==> src/rtl/riscv_i32_ifetch_mem_adapter_pkg.sv <==
// Shared fetch types for the memory-side instruction fetch adapter.
package riscv_i32_ifetch_mem_adapter_pkg;

  localparam int RISCV_FETCH_TAG_W = 2;

  typedef struct packed {
    logic        valid;
    logic [31:0] address;
    logic        sequential;
    logic [2:0]  mode;
    logic        flush;
  } t_riscv_fetch_req;

  typedef struct packed {
    logic                         valid;
    logic                         debug;
    logic [31:0]                  data;
    logic [2:0]                   mode;
    logic                         error;
    logic [RISCV_FETCH_TAG_W-1:0] tag;
  } t_riscv_fetch_resp;

  typedef enum logic [1:0] {
    ST_IDLE,
    ST_WAIT,
    ST_RESP
  } t_ifetch_mem_state;

  function automatic logic fetch_misaligned(input logic [31:0] addr);
    return |addr[1:0];
  endfunction

endpackage

==> src/rtl/riscv_i32_ifetch_mem_adapter.sv <==
// Single-outstanding word fetch adapter between the fetch/debug stage and a req/ack
// instruction memory; handles misalignment, flush epochs and memory timeout.
//
// state   | meaning
// ST_IDLE | no read in flight, waiting for a request
// ST_WAIT | mem_req high, waiting for mem_ack or timeout
// ST_RESP | response valid this cycle; may accept the next request
module riscv_i32_ifetch_mem_adapter
  import riscv_i32_ifetch_mem_adapter_pkg::*;
#(
  parameter int TIMEOUT_CYCLES = 16,
  parameter int TO_W           = 5
) (
  input  logic        clk,
  input  logic        reset_n,
  input  logic        ifetch_req__valid,
  input  logic [31:0] ifetch_req__address,
  input  logic        ifetch_req__sequential,
  input  logic [2:0]  ifetch_req__mode,
  input  logic        ifetch_req__flush,
  output logic        ifetch_resp__valid,
  output logic        ifetch_resp__debug,
  output logic [31:0] ifetch_resp__data,
  output logic [2:0]  ifetch_resp__mode,
  output logic        ifetch_resp__error,
  output logic [1:0]  ifetch_resp__tag,
  output logic        mem_req,
  output logic [31:0] mem_address,
  input  logic        mem_ack,
  input  logic [31:0] mem_rdata,
  input  logic        mem_error
);

  localparam logic [TO_W-1:0] TO_LAST = TO_W'(TIMEOUT_CYCLES - 1);

  t_riscv_fetch_req                 req;
  t_riscv_fetch_resp                resp_q;
  t_ifetch_mem_state                state;
  logic [RISCV_FETCH_TAG_W-1:0]     tag;
  logic [RISCV_FETCH_TAG_W-1:0]     accept_tag;
  logic [RISCV_FETCH_TAG_W-1:0]     req_tag;
  logic [2:0]                       req_mode;
  logic [TO_W-1:0]                  to_cnt;
  logic                             discard;
  logic                             flush_in_wait;
  logic                             discard_now;
  logic                             unused_sequential;

  assign req = {ifetch_req__valid, ifetch_req__address, ifetch_req__sequential,
                ifetch_req__mode, ifetch_req__flush};

  // Addresses are always sent in full, so the sequential hint carries no information here.
  assign unused_sequential = req.sequential;

  assign accept_tag    = req.flush ? tag + 1'b1 : tag;
  assign flush_in_wait = req.flush && !discard;
  assign discard_now   = discard || req.flush;

  always_ff @(posedge clk or negedge reset_n) begin
    if (!reset_n) begin
      state       <= ST_IDLE;
      tag         <= '0;
      req_tag     <= '0;
      req_mode    <= '0;
      to_cnt      <= '0;
      discard     <= 1'b0;
      mem_req     <= 1'b0;
      mem_address <= '0;
      resp_q      <= '0;
    end else begin
      resp_q.valid <= 1'b0;
      resp_q.data  <= '0;
      resp_q.error <= 1'b0;
      case (state)
        ST_IDLE, ST_RESP: begin
          if (req.valid) begin
            tag <= accept_tag;
            if (fetch_misaligned(req.address)) begin
              resp_q.valid <= 1'b1;
              resp_q.error <= 1'b1;
              resp_q.mode  <= req.mode;
              resp_q.tag   <= accept_tag;
              state        <= ST_RESP;
            end else begin
              mem_req     <= 1'b1;
              mem_address <= {req.address[31:2], 2'b00};
              req_mode    <= req.mode;
              req_tag     <= accept_tag;
              to_cnt      <= '0;
              state       <= ST_WAIT;
            end
          end else begin
            state <= ST_IDLE;
          end
        end
        ST_WAIT: begin
          // A flush held over several cycles opens only one new epoch.
          if (flush_in_wait) tag <= tag + 1'b1;
          if (mem_ack || to_cnt == TO_LAST) begin
            mem_req <= 1'b0;
            discard <= 1'b0;
            if (discard_now) begin
              state <= ST_IDLE;
            end else begin
              resp_q.valid <= 1'b1;
              resp_q.mode  <= req_mode;
              resp_q.tag   <= req_tag;
              state        <= ST_RESP;
              // Bus-error data is passed through; a timeout has no data to return.
              if (mem_ack) begin
                resp_q.data  <= mem_rdata;
                resp_q.error <= mem_error;
              end else begin
                resp_q.error <= 1'b1;
              end
            end
          end else begin
            to_cnt  <= to_cnt + 1'b1;
            discard <= discard_now;
          end
        end
        default: state <= ST_IDLE;
      endcase
    end
  end

  assign ifetch_resp__valid = resp_q.valid;
  assign ifetch_resp__debug = resp_q.debug;
  assign ifetch_resp__data  = resp_q.data;
  assign ifetch_resp__mode  = resp_q.mode;
  assign ifetch_resp__error = resp_q.error;
  assign ifetch_resp__tag   = resp_q.tag;

endmodule

==> config.mk <==
export PLATFORM = sky130hd
export DESIGN_NAME = riscv_i32_ifetch_mem_adapter
export DESIGN_NICKNAME = d
export VERILOG_FILES = /design/src/rtl/riscv_i32_ifetch_mem_adapter_pkg.sv /design/src/rtl/riscv_i32_ifetch_mem_adapter.sv
export SDC_FILE = /design/constraint.sdc
export NUM_CORES = 1
export LEC_CHECK = 0
export CAP_MARGIN = 25
export CORE_AREA = 2 2 92 94
export CTS_CLUSTER_DIAMETER = 60
export CTS_CLUSTER_SIZE = 12
export DETAILED_ROUTE_END_ITERATION = 12
export DIE_AREA = 0 0 94 96
export PLACE_DENSITY_LB_ADDON = 0.05
export SLEW_MARGIN = 20
export SYNTH_ARGS = -nofsm -noshare
export SYNTH_HDL_FRONTEND = slang
export SYNTH_SLANG_ARGS = --single-unit
==> constraint.sdc <==
create_clock -name clk -period 2.4 [get_ports clk]
set_clock_uncertainty 0.05 [all_clocks]
set_input_delay 0.6 -clock clk [delete_from_list [all_inputs] [get_ports clk]]
set_output_delay 0.6 -clock clk [all_outputs]
set_load 0.02 [all_outputs]
==> metrics.log, run 1 <==
INFO  metric run_status = complete, no violations
INFO  metric path_delay_family = simple AND/OR/NAND/NOR gates
INFO  metric ys_warn_count = 1
INFO  metric grtUsageTotal = 0.163
INFO  metric synthDominantCellAreaShare = 0.666
INFO  metric finalHoldViolations = 0
INFO  metric cts-root-to-sink-buffers = 2
INFO  metric detail_route.drc_violations = 0
INFO  metric number_of_placed_instances_taps_included = 474
INFO  metric ctsResizeCount = 0
INFO  metric synth_largest_area_cell = sky130_fd_sc_hd__dfrtp_1
INFO  metric layout_worst_path_cycle_share = 0.909
INFO  metric finalMaxSlewViolations = 0
INFO  metric timing.critical_path.buf_inv = 0
INFO  metric routed_wire_length_per_instance = 14.8 µm
INFO  metric setup_tns_final = 0 ns
INFO  metric gpl_wtd_cong = 0.743
INFO  metric cts_inserted_buffers = 9
INFO  metric area_growth = 56.2%
INFO  metric syn_area_cell = 14.0 µm²
INFO  metric cts_hold_repair.buffers = 0
INFO  metric clkLatencyLatePin = 0.34 ns
INFO  metric num-nets-final = 456
INFO  metric cp_data_arrival_time = 2.40 ns
INFO  metric setup_viol_count_final = 0
INFO  metric timing_worst_setup_path_type = reg -> reg
INFO  metric timing.max_cap.violations = 0
INFO  metric grt_pass1_vias = 2344
INFO  metric postPlaceCellArea = 0.00479 mm²
INFO  metric post_cts.repair.setup_buffers = 0
INFO  metric grt_pass1_wl = 11300 µm
INFO  metric core-area = 0.00805 mm²
INFO  metric syn-instance-count = 228
INFO  metric clock_h_tree_levels = 3
INFO  metric place.detailed.hpwl = 5200 µm
INFO  metric vertical_extent_of_the_die = 96 µm
INFO  metric ant_nets = 0
INFO  metric crit_path_max_incr_delay = 0.56 ns
INFO  metric critPathRequiredTime = 2.62 ns
INFO  metric pwr_density_cell = 737 mW/mm²
INFO  metric hold_path.class = in -> async
INFO  metric finalWirelength = 7230 µm
INFO  metric rows = 33
INFO  metric path_common_cell = sky130_fd_sc_hd__ha_1
INFO  metric clk_pin_slew_worst_paths = 0.08 ns
INFO  metric design.die.area = 0.00902 mm²
INFO  metric endpoint_kind = flop
INFO  metric final-instance-count-excl-fill = 489
INFO  metric num_antenna_cells = 0
INFO  metric fillerInstances = 672
INFO  metric rsz0062_at_grt = false
INFO  metric total_grt_overflow = 0
INFO  metric die_width = 94 µm
INFO  metric via_count = 2310
INFO  metric clock_tree.root_cell = sky130_fd_sc_hd__clkbuf_8
INFO  metric drt_pass1_iterations = 4
INFO  metric avg_vias_per_cell = 4.72
INFO  metric cts_tree = yes
INFO  metric numClockSinks = 85
INFO  metric worstSetupStartpointType = flop
INFO  metric final_cell_area = 0.00498 mm²
INFO  metric grt_start_max_net_pins = 39
INFO  metric critical-path-slowest-cell = sky130_fd_sc_hd__or4b_1
INFO  metric drt_iter0_drc = 58
INFO  metric vdd_ir_drop_max = 0.000449 V
INFO  metric critical_path.max_fanout = 4
INFO  metric synth_area_leaders = sky130_fd_sc_hd__dfrtp_1 (67%), sky130_fd_sc_hd__mux2_1 (12%), sky130_fd_sc_hd__and3_1 (7.4%)
INFO  metric post_synth_num_cell_types = 33
INFO  metric postSynthRegisterBits = 85
INFO  metric starting_density_of_the_core = 0.396
INFO  metric ys_seq_area_frac = 0.666
INFO  metric period_needed = 2.18 ns
INFO  metric io_pins = 147
INFO  metric antenna_found_initial = 0
INFO  metric fmax = 0.458 GHz
INFO  metric power_leakage = 0.00231 µW
INFO  metric worstPathCellList = ha_1, and3_1, ha_1, or4b_1, or3_1, a21oi_1
INFO  metric area_of_the_mapped_netlist = 0.00319 mm²
INFO  metric layout-drive-gt1-share = 0.0807
INFO  metric numPortBuffers = 142
state kept, by name, summed over array words and instances (netlist names):
register            flops
tag                     2
mem_address            30
ifetch_resp__mode       3
ifetch_resp__error      1
req_mode                3
ifetch_resp__valid      1
to_cnt                  5
ifetch_resp__tag        2
discard                 1
req_tag                 2
state                   2
ifetch_resp__data      32
mem_req                 1
per-stage QoR:
step | power [µW] | hold WS [ns] | setup WS (ns) | utilization
after floorplan | 2200 | 0.254 | 0.241 | -
after global placement | 2720 | 0.409 | 0.181 | 0.595
after detailed placement | 2740 | 0.416 | 0.121 | 0.595
after CTS | 3730 | 0.132 | 0.213 | 0.619
after global routing | 3870 | 0.154 | 0.118 | 0.619
final | 3680 | 0.132 | 0.219 | 0.619
routing by layer:
metal	global-route usage	share of wire
met2	0.270	0.51
met1	0.197	0.40
met3	0.0525	0.070
met4	0.0700	0.020
met5	0	0
where the power goes:
| group | internal [µW] | leakage (µW) | switching, µW |
|---|---|---|---|
| sequential | 1640 | 0.00109 | 112 |
| combinational | 517 | 0.00112 | 420 |
| clock | 503 | 0.0000992 | 480 |
layout by cell type (no fill, tap or decap), types with 2 or more instances in the layout:
cell                              Yosys  layout
sky130_fd_sc_hd__nand2_1              4       4
sky130_fd_sc_hd__nand3b_1             2       2
sky130_fd_sc_hd__clkbuf_8             0      10
sky130_fd_sc_hd__xnor2_1              3       3
sky130_fd_sc_hd__inv_1                6       6
sky130_fd_sc_hd__a221o_1              5       5
sky130_fd_sc_hd__o21ai_1              6       6
sky130_fd_sc_hd__a21oi_1              2       2
sky130_fd_sc_hd__and3_1              38      38
sky130_fd_sc_hd__nor4b_2              0       2
sky130_fd_sc_hd__or3_1                2       2
sky130_fd_sc_hd__a31o_1               2       2
sky130_fd_sc_hd__nor2b_1              2       2
sky130_fd_sc_hd__nor2_1               2       2
sky130_fd_sc_hd__ha_1                 2       2
sky130_fd_sc_hd__mux2_1              35      35
sky130_fd_sc_hd__conb_1               1       3
sky130_fd_sc_hd__dfrtp_1             85      85
sky130_fd_sc_hd__buf_4                3      13
sky130_fd_sc_hd__clkdlybuf4s50_1      0     141
sky130_fd_sc_hd__clkinv_2             0       2
layout make-up:
class / count / area, µm² / share of cell area
clock buffer: 11 / 141 / 0.0284
timing repair buffer: 155 / 1530 / 0.307
tap: 105 / 131 / 0.0264
sequential: 85 / 2130 / 0.427
inverter: 6 / 22.5 / 0.00452
clock inverter: 4 / 48.8 / 0.00979
multi-input combinational: 123 / 985 / 0.198
worst register-to-register path: stages (launching register included):
cell	delay (ns)
sky130_fd_sc_hd__dfrtp_1	0.41
sky130_fd_sc_hd__ha_1	0.21
sky130_fd_sc_hd__and3_1	0.19
sky130_fd_sc_hd__ha_1	0.19
sky130_fd_sc_hd__or4b_1	0.56
sky130_fd_sc_hd__or3_1	0.36
sky130_fd_sc_hd__a21oi_1	0.14
synthesized netlist by cell type:
library cell               number
sky130_fd_sc_hd__xnor2_1        3
sky130_fd_sc_hd__a21o_1         1
sky130_fd_sc_hd__mux2_1        35
sky130_fd_sc_hd__or3_1          2
sky130_fd_sc_hd__nor3b_1        1
sky130_fd_sc_hd__and2_1         1
sky130_fd_sc_hd__o21bai_1       1
sky130_fd_sc_hd__a221o_1        5
sky130_fd_sc_hd__a31o_1         2
sky130_fd_sc_hd__nand2b_1       1
sky130_fd_sc_hd__o21ai_1        6
sky130_fd_sc_hd__clkbuf_1       8
sky130_fd_sc_hd__nand2_1        4
sky130_fd_sc_hd__or4b_1         1
sky130_fd_sc_hd__buf_2          5
sky130_fd_sc_hd__and3_1        38
sky130_fd_sc_hd__nand3b_1       2
sky130_fd_sc_hd__nand3_1        1
sky130_fd_sc_hd__ha_1           2
sky130_fd_sc_hd__a21oi_1        2
sky130_fd_sc_hd__dfrtp_1       85
sky130_fd_sc_hd__nor2_1         2
sky130_fd_sc_hd__inv_1          6
sky130_fd_sc_hd__or2_2          1
sky130_fd_sc_hd__nor4b_1        2
sky130_fd_sc_hd__or2_1          1
sky130_fd_sc_hd__nor2b_1        2
sky130_fd_sc_hd__o21ai_0        1
sky130_fd_sc_hd__nor4_1         1
sky130_fd_sc_hd__xor2_1         1
sky130_fd_sc_hd__buf_4          3
sky130_fd_sc_hd__a22oi_1        1
sky130_fd_sc_hd__conb_1         1
cell families (layout without fill, tap and decap cells):
| kind of cell | Yosys count | count (layout) | synth area share |
|---|---|---|---|
| simple gates | 60 | 60 | 0.116 |
| fa+ha+maj | 2 | 2 | 0.00784 |
| flops | 85 | 85 | 0.666 |
| other cells | 1 | 3 | 0.00117 |
| buf+inv | 22 | 176 | 0.0314 |
| mux | 35 | 35 | 0.123 |
| compound gates | 19 | 19 | 0.0423 |
| xor+xnor | 4 | 4 | 0.0110 |
final timing paths:
kind / start / depth (start not counted) / slack, ns / to
worst max-delay path: to_cnt[0]$_DFFE_PN0P_ / 6 / 0.22 / to_cnt[3]$_DFFE_PN0P_
worst min-delay path: reset_n / 1 / 0.13 / mem_address[11]$_DFFE_PN0P_
worst max register to register: to_cnt[0]$_DFFE_PN0P_ / 6 / 0.22 / to_cnt[3]$_DFFE_PN0P_
worst min register to register: req_mode[2]$_DFFE_PN0P_ / 1 / 0.43 / req_mode[2]$_DFFE_PN0P_
max in group asynchronous: reset_n / 2 / 1.62 / state[1]$_DFFE_PN0P_
min in group clk: req_mode[2]$_DFFE_PN0P_ / 1 / 0.43 / req_mode[2]$_DFFE_PN0P_
Note: power is estimated with default switching activity, not from simulation.
==> run 2, diff against run 1 <==
--- a/config.mk
+++ b/config.mk
@@ -5,6 +5,7 @@
 export SDC_FILE = /design/constraint.sdc
 export NUM_CORES = 1
 export LEC_CHECK = 0
+export ABC_CLOCK_PERIOD_IN_PS = 2400
 export CAP_MARGIN = 25
 export CORE_AREA = 2 2 92 94
 export CTS_CLUSTER_DIAMETER = 60
@@ -12,6 +13,7 @@
 export DETAILED_ROUTE_END_ITERATION = 12
 export DIE_AREA = 0 0 94 96
 export PLACE_DENSITY_LB_ADDON = 0.05
+export RECOVER_POWER = 25
 export SLEW_MARGIN = 20
 export SYNTH_ARGS = -nofsm -noshare
 export SYNTH_HDL_FRONTEND = slang
==> run 2 against run 1 <==
Hold slack better by 0.30 ns. Power hardly changed. Clock power hardly changed. Critical endpoint unchanged. Global-route usage unchanged. Sequential share of layout area up 0.054 points. Critical path depth unchanged. Fmax unchanged. Wire length hardly changed. Final cell count unchanged. Die area did not move. Count of clock-buffer cells in the layout did not move. Critical path type unchanged. The run now ends with max-capacitance violations, max-slew violations left. Worst setup slack is the same.
==> metrics.log, run 2 (synthesis results as in run 1) <==
INFO  metric design.die.area = 0.00902 mm² (unchanged)
INFO  metric detail_route.drc_violations = 0 (unchanged)
INFO  metric starting_density_of_the_core = 0.396 (unchanged)
INFO  metric slew_headroom = -0.192
INFO  metric final_core_util = 0.618 (was 0.619)
INFO  metric timing_worst_setup_path_type = reg -> reg (unchanged)
INFO  metric core-area = 0.00805 mm² (unchanged)
INFO  metric violations = max-capacitance violations, max-slew violations
INFO  metric postPlaceCellArea = 0.00479 mm² (unchanged)
INFO  metric antenna_found_initial = 0 (unchanged)
INFO  metric num_antenna_cells = 0 (unchanged)
INFO  metric measured_slew_at_the_worst_slew_check_pin = 1.79 ns
INFO  metric ant_nets = 0 (unchanged)
INFO  metric clkLatencyLatePin = 0.34 ns (about the same)
INFO  metric finalMaxSlewViolations = 33 (was 0)
INFO  metric endpoint_kind = flop (unchanged)
INFO  metric num-nets-final = 456 (unchanged)
INFO  metric area_growth = 56.0% (was 56.2%)
INFO  metric io_pins = 147 (unchanged)
INFO  metric clock_h_tree_levels = 3 (unchanged)
INFO  metric layout_common_cells = sky130_fd_sc_hd__clkdlybuf4s50_1 (141), sky130_fd_sc_hd__dfrtp_1 (85), sky130_fd_sc_hd__and3_1 (38), sky130_fd_sc_hd__mux2_1 (35), sky130_fd_sc_hd__buf_4 (11) (was sky130_fd_sc_hd__clkdlybuf4s50_1 (141), sky130_fd_sc_hd__dfrtp_1 (85), sky130_fd_sc_hd__and3_1 (38), sky130_fd_sc_hd__mux2_1 (35), sky130_fd_sc_hd__buf_4 (13))
INFO  metric number_of_placed_instances_taps_included = 474 (unchanged)
INFO  metric grtUsageTotal = 0.163 (unchanged)
INFO  metric pwr_density_cell = 738 mW/mm² (was 737 mW/mm²)
INFO  metric numClockSinks = 85 (unchanged)
INFO  metric grt_pass1_wl = 11300 µm (unchanged)
INFO  metric max_reg_flops = 32 (unchanged)
INFO  metric worstSetupStartpointType = flop (unchanged)
INFO  metric cts-root-to-sink-buffers = 2 (unchanged)
INFO  metric clk_pin_slew_worst_paths = 0.08 ns (about the same)
INFO  metric ctsResizeCount = 0 (unchanged)
INFO  metric place.detailed.hpwl = 5200 µm (unchanged)
INFO  metric gpl_wtd_cong = 0.743 (unchanged)
INFO  metric power_leakage = 0.00231 µW (about the same)
INFO  metric fmax = 0.458 GHz (unchanged)
INFO  metric setup_tns_final = 0 ns (unchanged)
INFO  metric critical_path.max_fanout = 4 (unchanged)
INFO  metric hold_path.class = reg -> reg (was in -> async)
INFO  metric cts_tree = yes (unchanged)
INFO  metric final-instance-count-excl-fill = 489 (unchanged)
INFO  metric drt_pass1_iterations = 4 (unchanged)
INFO  metric critPathRequiredTime = 2.62 ns (about the same)
INFO  metric timing.max_cap.violations = 1 (was 0)
INFO  metric rsz0062_at_grt = false (unchanged)
INFO  metric cp_data_arrival_time = 2.40 ns (about the same)
INFO  metric grt_pass1_vias = 2344 (unchanged)
INFO  metric grt_start_max_net_pins = 39 (unchanged)
INFO  metric power = 3670 µW (was 3680 µW)
INFO  metric period_needed = 2.18 ns (unchanged)
INFO  metric finalHoldViolations = 0 (unchanged)
INFO  metric fillerInstances = 675 (was 672)
INFO  metric vdd_ir_drop_max = 0.000449 V (unchanged)
INFO  metric vertical_extent_of_the_die = 96 µm (unchanged)
INFO  metric rows = 33 (unchanged)
INFO  metric layout-drive-gt1-share = 0.0781 (was 0.0807)
INFO  metric routed_wire_length_per_instance = 14.8 µm (about the same)
INFO  metric cts_inserted_buffers = 9 (unchanged)
INFO  metric final_cell_area = 0.00498 mm² (about the same)
INFO  metric avg_vias_per_cell = 4.72 (unchanged)
INFO  metric cts_hold_repair.buffers = 0 (unchanged)
INFO  metric layout_commonest_cell = sky130_fd_sc_hd__clkdlybuf4s50_1 (unchanged)
INFO  metric clock_tree.root_cell = sky130_fd_sc_hd__clkbuf_8 (unchanged)
INFO  metric layout_worst_path_cycle_share = 0.909 (unchanged)
INFO  metric setup_viol_count_final = 0 (unchanged)
INFO  metric post_cts.repair.setup_buffers = 0 (unchanged)
INFO  metric drt_iter0_drc = 58 (unchanged)
INFO  metric via_count = 2310 (unchanged)
INFO  metric die_width = 94 µm (unchanged)
INFO  metric total_grt_overflow = 0 (unchanged)
INFO  metric finalWirelength = 7220 µm (was 7230 µm)
INFO  metric run_status = finished with violations (was complete, no violations)
INFO  metric numPortBuffers = 142 (unchanged)
==> run 2: final timing paths <==
path / end / slack [ns] / cells past startpoint / startpoint
hold / removal: req_mode[2]$_DFFE_PN0P_ / 0.43 / 1 / req_mode[2]$_DFFE_PN0P_
setup / recovery: to_cnt[3]$_DFFE_PN0P_ / 0.22 / 6 / to_cnt[0]$_DFFE_PN0P_
min in group asynchronous: mem_address[11]$_DFFE_PN0P_ / 0.67 / 1 / reset_n
setup reg to reg: to_cnt[3]$_DFFE_PN0P_ / 0.22 / 6 / to_cnt[0]$_DFFE_PN0P_
hold reg to reg: req_mode[2]$_DFFE_PN0P_ / 0.43 / 1 / req_mode[2]$_DFFE_PN0P_
max in group asynchronous: ifetch_resp__data[9]$_DFF_PN0_ / 0.51 / 2 / reset_n
==> run 2: power breakdown <==
group          internal (µW)  total, µW  switching (µW)
combinational            516        936             420
sequential              1640       1760             112
clock                    503        983             480
total                   2660       3670            1010
==> run 2: area by class of cell <==
class / count / area (µm²) / share of cell area
clock inverters: 4 / 48.8 / 0.00980
inverters: 6 / 22.5 / 0.00452
clock buffers: 11 / 141 / 0.0284
flip-flops and latches: 85 / 2130 / 0.427
multi-input cells: 123 / 985 / 0.198
well taps: 105 / 131 / 0.0264
repair buffers: 155 / 1520 / 0.306
==> run 2: worst max-delay path, stage by stage (launching register included) <==
cell	delay, ns
sky130_fd_sc_hd__dfrtp_1	0.41
sky130_fd_sc_hd__ha_1	0.21
sky130_fd_sc_hd__and3_1	0.19
sky130_fd_sc_hd__ha_1	0.19
sky130_fd_sc_hd__or4b_1	0.56
sky130_fd_sc_hd__or3_1	0.36
sky130_fd_sc_hd__a21oi_1	0.14
==> run 2: routing by layer <==
| metal | vias up | track usage | wire length [µm] | part of all wire |
|---|---|---|---|---|
| li1 | 1091 | - | - | - |
| met1 | 1133 | 0.197 | 2910 | 0.40 |
| met2 | 75 | 0.270 | 3660 | 0.51 |
| met3 | 11 | 0.0525 | 503 | 0.070 |
| met4 | 0 | 0.0700 | 147 | 0.020 |
| met5 | - | 0 | 0 | 0 |
==> run 2: through the flow <==
step	setup WS, ns	hold WS [ns]
3_5_place_dp	0.121	0.416
3_3_place_gp	0.181	0.409
6_report	0.219	0.430
2_1_floorplan	0.241	0.254
4_1_cts	0.213	0.132
5_1_grt	0.108	0.454
==> run 3, diff against run 2 <==
--- a/config.mk
+++ b/config.mk
@@ -12,7 +12,7 @@
 export CTS_CLUSTER_SIZE = 12
 export DETAILED_ROUTE_END_ITERATION = 12
 export DIE_AREA = 0 0 94 96
-export PLACE_DENSITY_LB_ADDON = 0.05
+export PLACE_DENSITY = 0.76
 export RECOVER_POWER = 25
 export SLEW_MARGIN = 20
 export SYNTH_ARGS = -nofsm -noshare
==> run 3 against run 2 <==
The flow now finishes without violations. Combinational power rose by 0.6%. Critical path type unchanged. Largest cell class unchanged. Critical endpoint unchanged. Critical path depth unchanged. Clock power rose by 9.9%.
==> metrics.log, run 3 (synthesis results as in run 1) <==
INFO  metric run_status = complete, no violations (was finished with violations)
INFO  metric power_leakage = 0.00230 µW (was 0.00231 µW)
INFO  metric starting_density_of_the_core = 0.396 (unchanged)
INFO  metric layout_worst_path_cycle_share = 0.939 (was 0.909)
INFO  metric measured_slew_at_the_worst_slew_check_pin = 1.07 ns (was 1.79 ns)
INFO  metric num_antenna_cells = 0 (unchanged)
INFO  metric fmax = 0.444 GHz (was 0.458 GHz)
INFO  metric worst-r2r-cell-count = 6 (unchanged)
INFO  metric post_cts.repair.setup_buffers = 0 (unchanged)
INFO  metric worstSetupStartpointType = flop (unchanged)
INFO  metric cts-root-to-sink-buffers = 2 (unchanged)
INFO  metric place.detailed.hpwl = 5400 µm (was 5200 µm)
INFO  metric finalHoldViolations = 0 (unchanged)
INFO  metric cts_tree = yes (unchanged)
INFO  metric num-nets-final = 454 (was 456)
INFO  metric total_grt_overflow = 0 (unchanged)
INFO  metric vdd_ir_drop_max = 0.000478 V (was 0.000449 V)
INFO  metric grtUsageTotal = 0.165 (was 0.163)
INFO  metric period_needed = 2.25 ns (was 2.18 ns)
INFO  metric antenna_found_initial = 0 (unchanged)
INFO  metric setup_viol_count_final = 0 (unchanged)
INFO  metric cp_data_arrival_time = 2.47 ns (was 2.40 ns)
INFO  metric grt_start_max_net_pins = 44 (was 39)
INFO  metric avg_vias_per_cell = 4.82 (was 4.72)
INFO  metric r2r-end = to_cnt[3]$_DFFE_PN0P_ (unchanged)
INFO  metric clock_h_tree_levels = 3 (unchanged)
INFO  metric layout_commonest_cell = sky130_fd_sc_hd__clkdlybuf4s50_1 (unchanged)
INFO  metric ctsResizeCount = 0 (unchanged)
INFO  metric pwr_density_cell = 760 mW/mm² (was 738 mW/mm²)
INFO  metric grt_pass1_wl = 11500 µm (was 11300 µm)
INFO  metric via_count = 2346 (was 2310)
INFO  metric critPathRequiredTime = 2.61 ns (was 2.62 ns)
INFO  metric postPlaceCellArea = 0.00478 mm² (was 0.00479 mm²)
INFO  metric die_width = 94 µm (unchanged)
INFO  metric cts_hold_repair.buffers = 0 (unchanged)
INFO  metric endpoint_kind = flop (unchanged)
INFO  metric max_reg_flops = 32 (unchanged)
INFO  metric final_cell_area = 0.00497 mm² (was 0.00498 mm²)
INFO  metric gpl_wtd_cong = 0.749 (was 0.743)
INFO  metric finalMaxSlewViolations = 0 (was 33)
INFO  metric numPortBuffers = 142 (unchanged)
INFO  metric rsz0062_at_grt = false (unchanged)
INFO  metric rows = 33 (unchanged)
INFO  metric core-area = 0.00805 mm² (unchanged)
INFO  metric ant_nets = 0 (unchanged)
INFO  metric vertical_extent_of_the_die = 96 µm (unchanged)
INFO  metric clk_pin_slew_worst_paths = 0.09 ns (was 0.08 ns)
INFO  metric io_pins = 147 (unchanged)
INFO  metric r2r_start = to_cnt[0]$_DFFE_PN0P_ (unchanged)
INFO  metric routed_wire_length_per_instance = 15.6 µm (was 14.8 µm)
INFO  metric design.die.area = 0.00902 mm² (unchanged)
INFO  metric detail_route.drc_violations = 0 (unchanged)
INFO  metric fillerInstances = 659 (was 675)
INFO  metric cts_inserted_buffers = 9 (unchanged)
INFO  metric slew_headroom = 0.289 (was -0.192)
INFO  metric rrSetupSlack = 0.15 ns (was 0.22 ns)
INFO  metric grt_pass1_vias = 2318 (was 2344)
INFO  metric setup_tns_final = 0 ns (unchanged)
INFO  metric drt_iter0_drc = 100 (was 58)
INFO  metric hold_path.class = in -> async (was reg -> reg)
INFO  metric timing_worst_setup_path_type = reg -> reg (unchanged)
INFO  metric clkLatencyLatePin = 0.33 ns (was 0.34 ns)
INFO  metric drt_pass1_iterations = 4 (unchanged)
INFO  metric timing.max_cap.violations = 0 (was 1)
INFO  metric area_growth = 55.8% (was 56.0%)
INFO  metric finalWirelength = 7600 µm (was 7220 µm)
INFO  metric clock_tree.root_cell = sky130_fd_sc_hd__clkbuf_8 (unchanged)
INFO  metric layout_common_cells = sky130_fd_sc_hd__clkdlybuf4s50_1 (141), sky130_fd_sc_hd__dfrtp_1 (85), sky130_fd_sc_hd__and3_1 (38), sky130_fd_sc_hd__mux2_1 (35), sky130_fd_sc_hd__buf_4 (10) (was sky130_fd_sc_hd__clkdlybuf4s50_1 (141), sky130_fd_sc_hd__dfrtp_1 (85), sky130_fd_sc_hd__and3_1 (38), sky130_fd_sc_hd__mux2_1 (35), sky130_fd_sc_hd__buf_4 (11))
INFO  metric layout-drive-gt1-share = 0.0759 (was 0.0781)
INFO  metric critical_path.max_fanout = 5 (was 4)
INFO  metric numClockSinks = 85 (unchanged)
## run 3: changes by cell type in the layout (fill, tap and decap cells not counted), sizes merged
| cell | change |
|---|---|
| buf | -2 |
| inv | +1 |
| bufinv | +1 |
| clkbuf | -1 |
| clkinvlp | +2 |
| clkinv | -3 |
## run 3: critical path: stages (launching register included)
cell and delay [ns]:
sky130_fd_sc_hd__dfrtp_1 0.43, sky130_fd_sc_hd__ha_1 0.24, sky130_fd_sc_hd__and3_1 0.19, sky130_fd_sc_hd__ha_1 0.18, sky130_fd_sc_hd__or4b_1 0.59, sky130_fd_sc_hd__or3_1 0.37
sky130_fd_sc_hd__a21oi_1 0.14
## run 3: per-stage QoR
stage	total power, µW	setup WS, ns	hold slack [ns]	util	std cells
after floorplan	2200	0.241	0.254	-	230
after global placement	2710	0.152	0.408	0.594	472
after detailed placement	2740	0.133	0.416	0.594	472
after CTS	3840	0.156	0.206	0.620	487
after global routing	3980	0.00631	0.448	0.618	487
final	3780	0.146	0.396	0.618	487
## run 3: worst max path at each step
stage	slack [ns]	startpoint	cells past startpoint	to
global placement	0.15	mem_ack	4	to_cnt[3]$_DFFE_PN0P_
global route	0.006	to_cnt[0]$_DFFE_PN0P_	6	to_cnt[3]$_DFFE_PN0P_
CTS	0.16	to_cnt[0]$_DFFE_PN0P_	6	to_cnt[3]$_DFFE_PN0P_
finish	0.15	to_cnt[0]$_DFFE_PN0P_	6	to_cnt[3]$_DFFE_PN0P_
floorplan	0.24	to_cnt[0]$_DFFE_PN0P_	7	to_cnt[2]$_DFFE_PN0P_
detailed placement	0.13	mem_ack	4	to_cnt[3]$_DFFE_PN0P_
## run 3: report_power, final
group	internal, µW	switching (µW)	total, µW
registers	1640	118	1760
logic	513	428	942
clock network	585	495	1080
## run 3: cell type report
class	count	area [µm²]	area share
well taps	105	131	0.0264
repair buffers	153	1500	0.301
multi-input cells	123	985	0.198
inverters	6	22.5	0.00453
clock buffers	10	128	0.0257
flip-flops and latches	85	2130	0.428
clock inverters	5	83.8	0.0169
## run 3: per-layer routing
metal,vias to the layer above,global-route usage,share of wire
met5,-,0,0
met2,72,0.288,0.54
met3,9,0.0532,0.056
met4,0,0.0447,0.011
met1,1180,0.198,0.40
li1,1085,-,-
